<file path="config.mk">
export PLATFORM = sky130hd
export DESIGN_NAME = priority_scan_encoder
export DESIGN_NICKNAME = d
export VERILOG_FILES = /design/src/rtl/priority_scan_encoder.sv
export SDC_FILE = /design/constraint.sdc
export NUM_CORES = 1
export LEC_CHECK = 0
export BUFFER_PORTS_ARGS = -buffer_cell sky130_fd_sc_hd__buf_2
export CAP_MARGIN = 20
export CORE_ASPECT_RATIO = 1.4
export CORE_MARGIN = 4
export CORE_UTILIZATION = 50
export CTS_CLUSTER_DIAMETER = 120
export CTS_CLUSTER_SIZE = 40
export DETAILED_ROUTE_END_ITERATION = 8
export PLACE_DENSITY = 0.75
export SETUP_SLACK_MARGIN = 0.15
export SLEW_MARGIN = 30
export SYNTH_ARGS = -nofsm -noshare
export SYNTH_HDL_FRONTEND = slang
export SYNTH_SLANG_ARGS = --single-unit
export TNS_END_PERCENT = 100
</file>
<file path="constraint.sdc">
create_clock -name clk -period 3.2 [get_ports clk]
set_input_delay 0.48 -clock clk [delete_from_list [all_inputs] [get_ports clk]]
set_output_delay 0.48 -clock clk [all_outputs]
set_load 0.02 [all_outputs]
</file>
<file path="src/rtl/priority_scan_encoder.sv">
// priority_scan_encoder: accepts a word and emits the indices of its set bits,
// one per output handshake, in LSB-first or MSB-first priority order.
module priority_scan_encoder #(
   parameter int WIDTH = 8,
   parameter int LSB_FIRST = 1,
   localparam int POS_W = (WIDTH > 2) ? $clog2(WIDTH) : 1,
   localparam int CNT_W = $clog2(WIDTH + 1)
) (
   input  logic             clk,
   input  logic             rst_n,
   input  logic             abort,
   input  logic             in_valid,
   output logic             in_ready,
   input  logic [WIDTH-1:0] in_data,
   output logic             out_valid,
   input  logic             out_ready,
   output logic [POS_W-1:0] out_pos,
   output logic             out_last,
   output logic [CNT_W-1:0] out_count,
   output logic             zero_flag
);
   typedef enum logic {IDLE, SCAN} state_t;
   state_t state, state_nxt;
   logic [WIDTH-1:0] mask;
   logic [CNT_W-1:0] count, pop;
   logic [POS_W-1:0] pos;
   logic zero, single, in_xfer, out_xfer;
   assign in_xfer = in_valid & in_ready & ~abort;
   assign out_xfer = out_valid & out_ready;
   assign single = (mask != '0) && ((mask & (mask - WIDTH'(1))) == '0);
   assign out_count = count;
   assign zero_flag = zero;
   // Later loop iterations win, so scan from the low-priority end.
   always_comb begin
      pos = '0;
      for (int i = 0; i < WIDTH; i++)
         if (mask[(LSB_FIRST != 0) ? WIDTH-1-i : i]) pos = POS_W'((LSB_FIRST != 0) ? WIDTH-1-i : i);
   end
   always_comb begin
      pop = '0;
      for (int i = 0; i < WIDTH; i++) pop = pop + CNT_W'(in_data[i]);
   end
   always_ff @(posedge clk) state <= !rst_n ? IDLE : state_nxt;
   always_comb
      state_nxt = abort ? IDLE
                : (state == IDLE) ? ((in_xfer && in_data != '0) ? SCAN : IDLE)
                : ((out_xfer && out_last) ? IDLE : SCAN);
   always_comb begin
      in_ready = state == IDLE;
      out_valid = state == SCAN;
      out_last = out_valid & single;
      out_pos = out_valid ? pos : '0;
   end
   always_ff @(posedge clk)
      if (!rst_n) begin
         mask <= '0;
         count <= '0;
         zero <= 1'b0;
      end else begin
         zero <= in_xfer && in_data == '0;
         if (abort) mask <= '0;
         else if (in_xfer) begin
            mask <= in_data;
            count <= pop;
         end else if (out_xfer) mask <= out_last ? '0 : mask & ~(WIDTH'(1) << pos);
      end
endmodule

</file>
Word level (Yosys, flattened, before mapping):

Index checks and enable logic that the tools add are counted.
Widths: inputs -> output; s select.

* bits in registers: 14
* input bits: 13

* $add $sub $neg: 8
* shifts and indexed selects: 1
* mux-type cells: 15
* bitwise operators: 10
* reduce and logical (&&, ||, !) cells: 11

Operators with widths (number)
* $mux 3: 9
* $mux 8: 3
* $add 4x1->4: 4
* $and 8x8->8: 2
* $logic_not 8->1: 2
* $reduce_bool 8->1: 2
* $not 8->8: 1
* $shl 1x3->8 const A: 1
* $sub 8x1->8 const B: 1
* $add 3x1->4: 1
* $and 1x1->1: 4
* $logic_and 1x1->1: 4
* $add 2x1->3: 1
* $mux 1: 3
* $not 1->1: 3
* $add 1x1->2: 1
* $reduce_and 2->1: 1
* $reduce_bool 2->1: 1
* $reduce_or 2->1: 1

Longest topological paths before layout:

Gate-level depths: netlist of the first run.

* word-level depth: 14
* depth in mapped cells: 11
* depth with buffers taken out: 11

Least setup slack after synthesis of the first run:

Ideal clock, no wire load.

* path kind: input-to-reg
* start point: in in_data[0]
* end point: reg count[2] (netlist: out_count[2])
* library setup time: 76 ps
* data arrival time: 2856 ps
* path slack: 269 ps
* cell stages on the path: 11
* cell sequence: fa_1 -> inv_1 -> fa_1 -> fa_1 -> inv_1 -> ha_1 -> inv_1 -> fa_1 -> xnor2_1 -> nand2_1 -> a21boi_0

* cells in the longest elaborated chain, start to end: 7

Ends and longest elaborated chain
* start, declared: RTL line 14 `input logic [WIDTH-1:0] in_data,`
* $add 1x1->2: RTL line 41 `for (int i = 0; i < WIDTH; i++) pop = pop + CNT_W'(in_data[i]);`
* $add 2x1->3: RTL line 41
* $add 3x1->4: RTL line 41
* $add 4x1->4 (4 in a row): RTL line 41
* end signal, assigned: RTL line 64 `count <= pop;`
* end, declared: RTL line 25 `logic [CNT_W-1:0] count, pop;`

No other way between the ends.
A chain may end at the register's enable or synchronous reset.

Worst setup path in the final report of the first run:

* start point: in in_data[0]
* end point: reg count[1] (netlist: out_count[1])

The elaborated chain is that of the path after synthesis.

==> results of run 1 <==
kinds of logic (layout without fill, tap and decap cells):
logic type,Yosys count,after routing,synth area share [%]
AO/OA/AOI/OAI,28,28,21.9
XOR/XNOR,1,1,0.892
adder cells (fa/ha/maj),8,8,13.2
buffers and inverters,19,44,8.02
flip-flops,14,14,28.5
AND/OR/NAND/NOR,50,50,27.4
how the worst max path moves through the flow:
stage | startpoint | endpoint | cells after the start
6_report | in_data[0] | out_count[1] | 11
4_1_cts | in_data[0] | out_count[2] | 12
2_1_floorplan | in_data[0] | out_count[2] | 11
3_5_place_dp | in_data[0] | out_count[2] | 12
3_3_place_gp | in_data[0] | out_count[2] | 12
5_1_grt | in_data[0] | out_count[1] | 11
layer usage:
metal	GRT usage, %	wire length, µm
met2	33.7	1240
met5	0	0
met1	21.9	913
met4	7.95	29
met3	3.86	121
area by class of cell:
| type | instances | area (µm²) |
|---|---|---|
| fill | 163 | 672 |
| multi-input combinational | 87 | 628 |
| sequential | 14 | 280 |
| inverter | 16 | 60.1 |
| timing repair buffer | 24 | 123 |
| tap | 20 | 25.0 |
| clock buffer | 4 | 36.3 |
metrics by stage:
step | setup slack, ps | hold WS [ps] | instances
floorplan | 269 | 505 | 120
CTS | 275 | 400 | 165
global route | 158 | 397 | 165
global placement | 63.7 | 456 | 161
finish | 264 | 406 | 165
detailed placement | -11.6 | 460 | 161
power by group:
group	leakage (nW)	switching (mW)	internal (mW)
clock network	0.0210	0.0608	0.0693
registers	0.114	0.00668	0.181
logic	0.373	0.0703	0.0526
synth_stat cells, drive strengths merged, types with 3 or more instances:
cell / n
nor3b: 3
dfxtp: 14
a21boi: 4
nand3: 4
a21oi: 8
nand2: 13
fa: 4
a211oi: 3
nor3: 6
ha: 4
nor2b: 4
nor2: 8
inv: 16
registers in the layout (all words and copies together) (netlist names):
name,cells
mask,8
zero_flag,1
out_count,4
out_valid,1
==> impl_metrics.toml, run 1 <==
[placed_design]
gp_congestion = 0.847
dp_hpwl_um = 1860
port_buffers = 23
place_area_um2 = 1110

[clock_network]
clk_path_buf_depth = 2
postCtsSetupRepairBufs = 0
clkSlewWorstSetupHoldPaths_ps = 90
clk_latency_ps = 280
cts_buffers = 3
cts_sinks = 14
tritoncts = "yes"
hold_buffers = 0
root_buffer = "clkbuf_4"
htree_num_levels = 1
post_cts_resized = 0

[setup_path]
r2r-end = "mask[7]"
r2r_cells = 4
path_cells = "buf_2 > fa_1 > inv_1 > fa_1 > fa_1 > inv_1 > ha_2 > inv_1 > fa_2 > nand2_1 > o211a_1"
critPathMaxFanout = 3
worst_path_max_delay_cell = "fa_1"
regToRegSetupSlack_ps = 1330
cp.buffers_inverters = 4
cp.required_ps = 3380
critPathTopFamily = "adder cells"
arrival_ps = 3120
slowest_delay_ps = 540
r2r_start = "mask[0]"
worstSetupEndpointType = "flop"
path_class = "in -> reg"
critPathLaunchType = "input port"

[floorplanning]
core_area_um2 = 1820
num_rows = 18
die_w_um = 45.5
start_util_pct = 53.8
fp.dieArea_um2 = 2750
ios = 24
die_h_um = 60.4

[timing]
tightest_slew_ps = 655
min_period_ps = 2940
rsz0062_at_grt = "no"
skew_ps = 2.07
period_share_pct = 91.7
relSlewSlack_pct = 56.2
maxClockFrequency_ghz = 0.341
finalHoldViolCount = 0
tns_ps = 0
slew_violations = 0
setup_viol = 0

[power_and_ir_drop]
power_mw = 0.441
p_per_area_nw_per_um2 = 383
peakVddDrop_uv = 285
leakage_nw = 0.507

[global_routing]
grt_pass1_wl_um = 3860
grt_max_degree = 13
grtUsageTotal_pct = 19.2
grt_overflow_total = 0
grt_pass1_vias = 889
antenna_found_initial = 0

[yosys]
seq_area_frac_synth_pct = 28.5
synthesis.area_um2 = 982
netlist.area_leader.share_pct = 28.5
synth_top_area_cell = "dfxtp_1"
synth_nets = 141
syn_area_per_cell_um2 = 8.18
async_flop_share_pct = 0
synthTopCellsByArea = "dfxtp_1, fa_1, inv_1"
synth_edf_count = 0
postSynthCellCount = 120
yosysWarnings = 0
ys_ff_latch = 14
synth_cell_types = 36
synth_top_flop_cell = "dfxtp_1"

[route]
final_antenna_net_count = 0
firstDrtPassIters = 4
drc = 0
wl_per_cell_um = 14.0
drt_iter0_drc = 43
wirelength_um = 2300
num_vias = 952
viasPerCell = 5.77

[worst_hold_path]
hp-class = "in -> reg"
hold_depth = 2
hold_end = "out_valid"
hp-start = "out_ready"

[cells_and_area]
fin_nets = 167
drive_gt1_share_pct = 24.1
final_cell_mix = "buf_2, inv_1, dfxtp_1"
finalInstanceArea_um2 = 1150
utilization_pct = 63.2
antenna_cells = 0
area_growth_pct = 17.3
layout_commonest_cell = "buf_2"

[status]
status = "finished, final reports clean"

[job]
cap_violations = 0
Note: power is estimated with default switching activity, not from simulation.
==> inputs of run 2 (changes only) <==
--- a/config.mk
+++ b/config.mk
@@ -7,7 +7,6 @@
 export LEC_CHECK = 0
 export BUFFER_PORTS_ARGS = -buffer_cell sky130_fd_sc_hd__buf_2
 export CAP_MARGIN = 20
-export CORE_ASPECT_RATIO = 1.4
 export CORE_MARGIN = 4
 export CORE_UTILIZATION = 50
 export CTS_CLUSTER_DIAMETER = 120
==> impl_metrics.toml, run 2 (same netlist as run 1, synthesis figures left out) <==
[setup_path]
slowest_delay_ps = 530
path_class = "in -> reg"
critPathTopFamily = "adder cells"
r2r-end = "out_valid"
path_cells = "buf_2 > fa_1 > inv_1 > fa_1 > fa_1 > inv_1 > ha_1 > inv_1 > fa_1 > xnor2_1 > nand2_1 > a21boi_1"
regToRegSetupSlack_ps = 1300
cp.required_ps = 3410
critPathLaunchType = "input port"
r2r_start = "mask[0]"
worst_path_max_delay_cell = "fa_1"
cp_common_cell = "fa_1"
arrival_ps = 3140
critPathMaxFanout = 3
r2r_cells = 4
cp.buffers_inverters = 4
worstSetupEndpointType = "flop"

[placed_design]
dp.cells = 166
gp_congestion = 0.847
port_buffers = 23
dp_hpwl_um = 1910
place_area_um2 = 1120

[floorplanning]
start_util_pct = 54.5
core_area_um2 = 1800
num_rows = 15
ios = 24
fp.dieArea_um2 = 2740
die_w_um = 52.3
die_h_um = 52.3

[worst_hold_path]
hp-class = "in -> reg"
hold_depth = 2
hp-start = "out_ready"
hold_end = "out_valid"

[clock_network]
clk_path_buf_depth = 2
cts_sinks = 14
root_buffer = "clkbuf_4"
postCtsSetupRepairBufs = 0
post_cts_resized = 0
tritoncts = "yes"
clk_latency_ps = 280
htree_num_levels = 1
hold_buffers = 0
cts_buffers = 3
clkSlewWorstSetupHoldPaths_ps = 80

[job]
cap_violations = 0

[global_routing]
antenna_found_initial = 0
grtUsageTotal_pct = 19.6
grt_pass1_wl_um = 4050
grt_pass1_vias = 926
grt_overflow_total = 0
grt_max_degree = 16

[timing]
tightest_slew_ps = 435
relSlewSlack_pct = 70.8
setup_viol = 0
maxClockFrequency_ghz = 0.341
skew_ps = 6.20
slew_violations = 0
min_period_ps = 2930
tns_ps = 0
period_share_pct = 91.7
rsz0062_at_grt = "yes"
finalHoldViolCount = 0

[cells_and_area]
area_growth_pct = 17.5
fin_cells = 170
drive_gt1_share_pct = 22.8
antenna_cells = 0
utilization_pct = 64.0
regMostFlops = "mask"
fin_nets = 167
finalInstanceArea_um2 = 1150
layout_commonest_cell = "buf_2"
largest_reg_flops = 8
final_cell_mix = "buf_2, inv_1, dfxtp_1"

[status]
status = "finished, final reports clean"

[route]
wirelength_um = 2370
drt_iter0_drc = 37
wl_per_cell_um = 14.0
viasPerCell = 5.54
drc = 0
num_vias = 941
final_antenna_net_count = 0
firstDrtPassIters = 4

[power_and_ir_drop]
peakVddDrop_uv = 234
leakage_nw = 0.510
p_per_area_nw_per_um2 = 381
-- run 2: cell types whose count changed in the layout (fill, tap and decap cells not counted) --
cell | previous run | this run
ha_2 | 1 | 0
fa_1 | 3 | 4
ha_1 | 3 | 4
fa_2 | 1 | 0
-- run 2: metrics by stage --
stage / power, mW / hold WS, ps / worst slack, ps
after floorplan: 0.276 / 505 / 269
after global placement: 0.308 / 455 / 65.5
after detailed placement: 0.314 / 475 / -75.4
after CTS: 0.443 / 403 / 215
after global routing: 0.469 / 411 / 125
final: 0.439 / 414 / 267
-- run 2: worst register-to-register path, stage by stage, from the launching register on --
cell,delay (ps)
dfxtp_1,380
or4_4,600
or3_4,400
a311oi_4,270
a211oi_1,130
-- run 2: layout make-up --
type	count	area, µm²
clock buffer	4	36.3
fill	180	648
inverter	16	60.1
multi-input combinational	87	623
sequential	14	280
tap	25	31.3
timing repair buffer	24	123
-- run 2: routing by layer --
layer | vias to the layer above | track usage [%] | share of wire (%) | wire (µm)
li1 | 473 | - | - | -
met5 | - | 0 | 0 | 0
met4 | 0 | 3.40 | 0.63 | 15
met1 | 433 | 24.6 | 44 | 1050
met3 | 3 | 4.56 | 6.2 | 147
met2 | 32 | 34.1 | 49 | 1160
-- run 2: worst max path at each step --
stage                     from            to  slack (ps)  depth (start not counted)
finish              in_data[0]  out_count[2]         270                         12
global placement    in_data[0]  out_count[2]          70                         12
detailed placement  in_data[0]  out_count[2]         -80                         12
global route        in_data[0]  out_count[2]         130                         12
floorplan           in_data[0]  out_count[2]         270                         11
CTS                 in_data[0]  out_count[2]         220                         12
-- run 2: power by group --
| group | total (mW) | switching [mW] | internal (mW) |
|---|---|---|---|
| clock | 0.129 | 0.0595 | 0.0692 |
| combinational | 0.122 | 0.0703 | 0.0516 |
| sequential | 0.188 | 0.00707 | 0.181 |
| total | 0.439 | 0.137 | 0.302 |
==> inputs of run 3 (changes only) <==
--- a/config.mk
+++ b/config.mk
@@ -8,11 +8,12 @@
 export BUFFER_PORTS_ARGS = -buffer_cell sky130_fd_sc_hd__buf_2
 export CAP_MARGIN = 20
 export CORE_MARGIN = 4
-export CORE_UTILIZATION = 50
+export CORE_UTILIZATION = 55
 export CTS_CLUSTER_DIAMETER = 120
 export CTS_CLUSTER_SIZE = 40
 export DETAILED_ROUTE_END_ITERATION = 8
-export PLACE_DENSITY = 0.75
+export HOLD_SLACK_MARGIN = 0.03
+export PLACE_DENSITY = 0.82
 export SETUP_SLACK_MARGIN = 0.15
 export SLEW_MARGIN = 30
 export SYNTH_ARGS = -nofsm -noshare
==> constraint.sdc (replaced) <==
create_clock -name clk -period 3.72 [get_ports clk]
set_input_delay 0.558 -clock clk [delete_from_list [all_inputs] [get_ports clk]]
set_output_delay 0.558 -clock clk [all_outputs]
set_load 0.02 [all_outputs]
==> impl_metrics.toml, run 3 (same netlist as run 1, synthesis figures left out) <==
[status]
status = "finished, final reports clean"

[placed_design]
place_area_um2 = 1120
gp_congestion = 0.901
port_buffers = 23
dp_hpwl_um = 1890

[clock_network]
clk_path_buf_depth = 2
root_buffer = "clkbuf_4"
tritoncts = "yes"
cts_sinks = 14
clkSlewWorstSetupHoldPaths_ps = 80
post_cts_resized = 0
cts_buffers = 3
hold_buffers = 0
htree_num_levels = 1
clk_latency_ps = 280
postCtsSetupRepairBufs = 0

[timing]
setup_viol = 0
relSlewSlack_pct = 69.7
rsz0062_at_grt = "no"
min_period_ps = 3030
finalHoldViolCount = 0
maxClockFrequency_ghz = 0.329
skew_ps = 3.70
tns_ps = 0
tightest_slew_ps = 450
period_share_pct = 81.6
slew_violations = 0

[cells_and_area]
final_cell_mix = "buf_2, inv_1, dfxtp_1"
fin_nets = 167
largest_reg_flops = 8
area_growth_pct = 16.1
layout_commonest_cell = "buf_2"
drive_gt1_share_pct = 22.2
antenna_cells = 0
regMostFlops = "mask"
finalInstanceArea_um2 = 1140

[job]
cap_violations = 0

[floorplanning]
num_rows = 15
die_h_um = 50.3
start_util_pct = 57.5
fp.dieArea_um2 = 2530
core_area_um2 = 1710
ios = 24
die_w_um = 50.3

[setup_path]
critPathLaunchType = "input port"
path_class = "in -> reg"
cp.required_ps = 3930
arrival_ps = 3240
critPathMaxFanout = 3
worstSetupEndpointType = "flop"

[route]
routed.top_layer = "met4"
final_antenna_net_count = 0
firstDrtPassIters = 4
wl_met3_um = 109
viasPerCell = 5.80
num_vias = 980
met1_length_um = 1010
drt_iter0_drc = 40
drc = 0
dr_wl_met2_um = 1210
wl_per_cell_um = 14.1
wirelength_um = 2390

[power_and_ir_drop]
peakVddDrop_uv = 227
p_clk_share_pct = 24.3
p_switching_mw = 0.115
p_per_area_nw_per_um2 = 309
power_mw = 0.353
seq_power_share_pct = 46.0
p_comb_share_pct = 29.7
leakage_nw = 0.502
switching_share_pct = 32.5
power.internal_mw = 0.238

[global_routing]
grt_pass1_vias = 987
grtUsageTotal_pct = 21.5
grt_max_degree = 16
antenna_found_initial = 0
grt_pass1_wl_um = 4220
grt_overflow_total = 0

[worst_hold_path]
hp-class = "reg -> reg"
-- run 3: cell type report --
class,instances,area (µm²)
fill,153,568
multi-input combinational,87,623
inverter,16,60.1
sequential,14,280
tap,25,31.3
timing repair buffer,24,123
clock buffer,3,22.5
-- run 3: path summary, 6_finish.rpt --
| kind | to | depth (start not counted) | from | slack (ps) |
|---|---|---|---|---|
| setup / recovery | out_count[2] | 12 | in_data[0] | 690 |
| hold / removal | out_count[0] | 2 | out_count[0] | 480 |
| setup reg to reg | out_valid | 4 | mask[0] | 1840 |
| hold reg to reg | out_count[0] | 2 | out_count[0] | 480 |
-- run 3: power groups by stage --
stage | logic (mW) | clock network [mW] | registers (mW)
2_1_floorplan | 0.0684 | 0 | 0.169
3_3_place_gp | 0.0992 | 0 | 0.165
3_5_place_dp | 0.105 | 0 | 0.165
4_1_cts | 0.106 | 0.0876 | 0.162
5_1_grt | 0.119 | 0.0944 | 0.163
6_report | 0.105 | 0.0858 | 0.162
-- run 3: per-stage QoR --
step                hold WS, ps  setup slack (ps)  std cells  util (%)
floorplan                   505               711        120         -
global placement            454               507        166      65.4
detailed placement          465               383        166      65.4
CTS                         478               671        169      66.7
global route                505               518        169      66.7
finish                      475               685        169      66.7
-- run 3: metal layers --
layer / up-vias / GRT usage (%)
met5: - / 0
met2: 33 / 38.7
li1: 471 / -
met4: 0 / 6.45
met3: 8 / 3.86
met1: 468 / 25.6
-- run 3: critical path, stage by stage --
cell and delay, ps:
buf_2 120, fa_1 530, inv_1 50, fa_1 510, fa_1 440, inv_1 70
ha_1 170, inv_1 60, fa_1 370, xnor2_1 140, nand2_1 60, a21boi_0 170
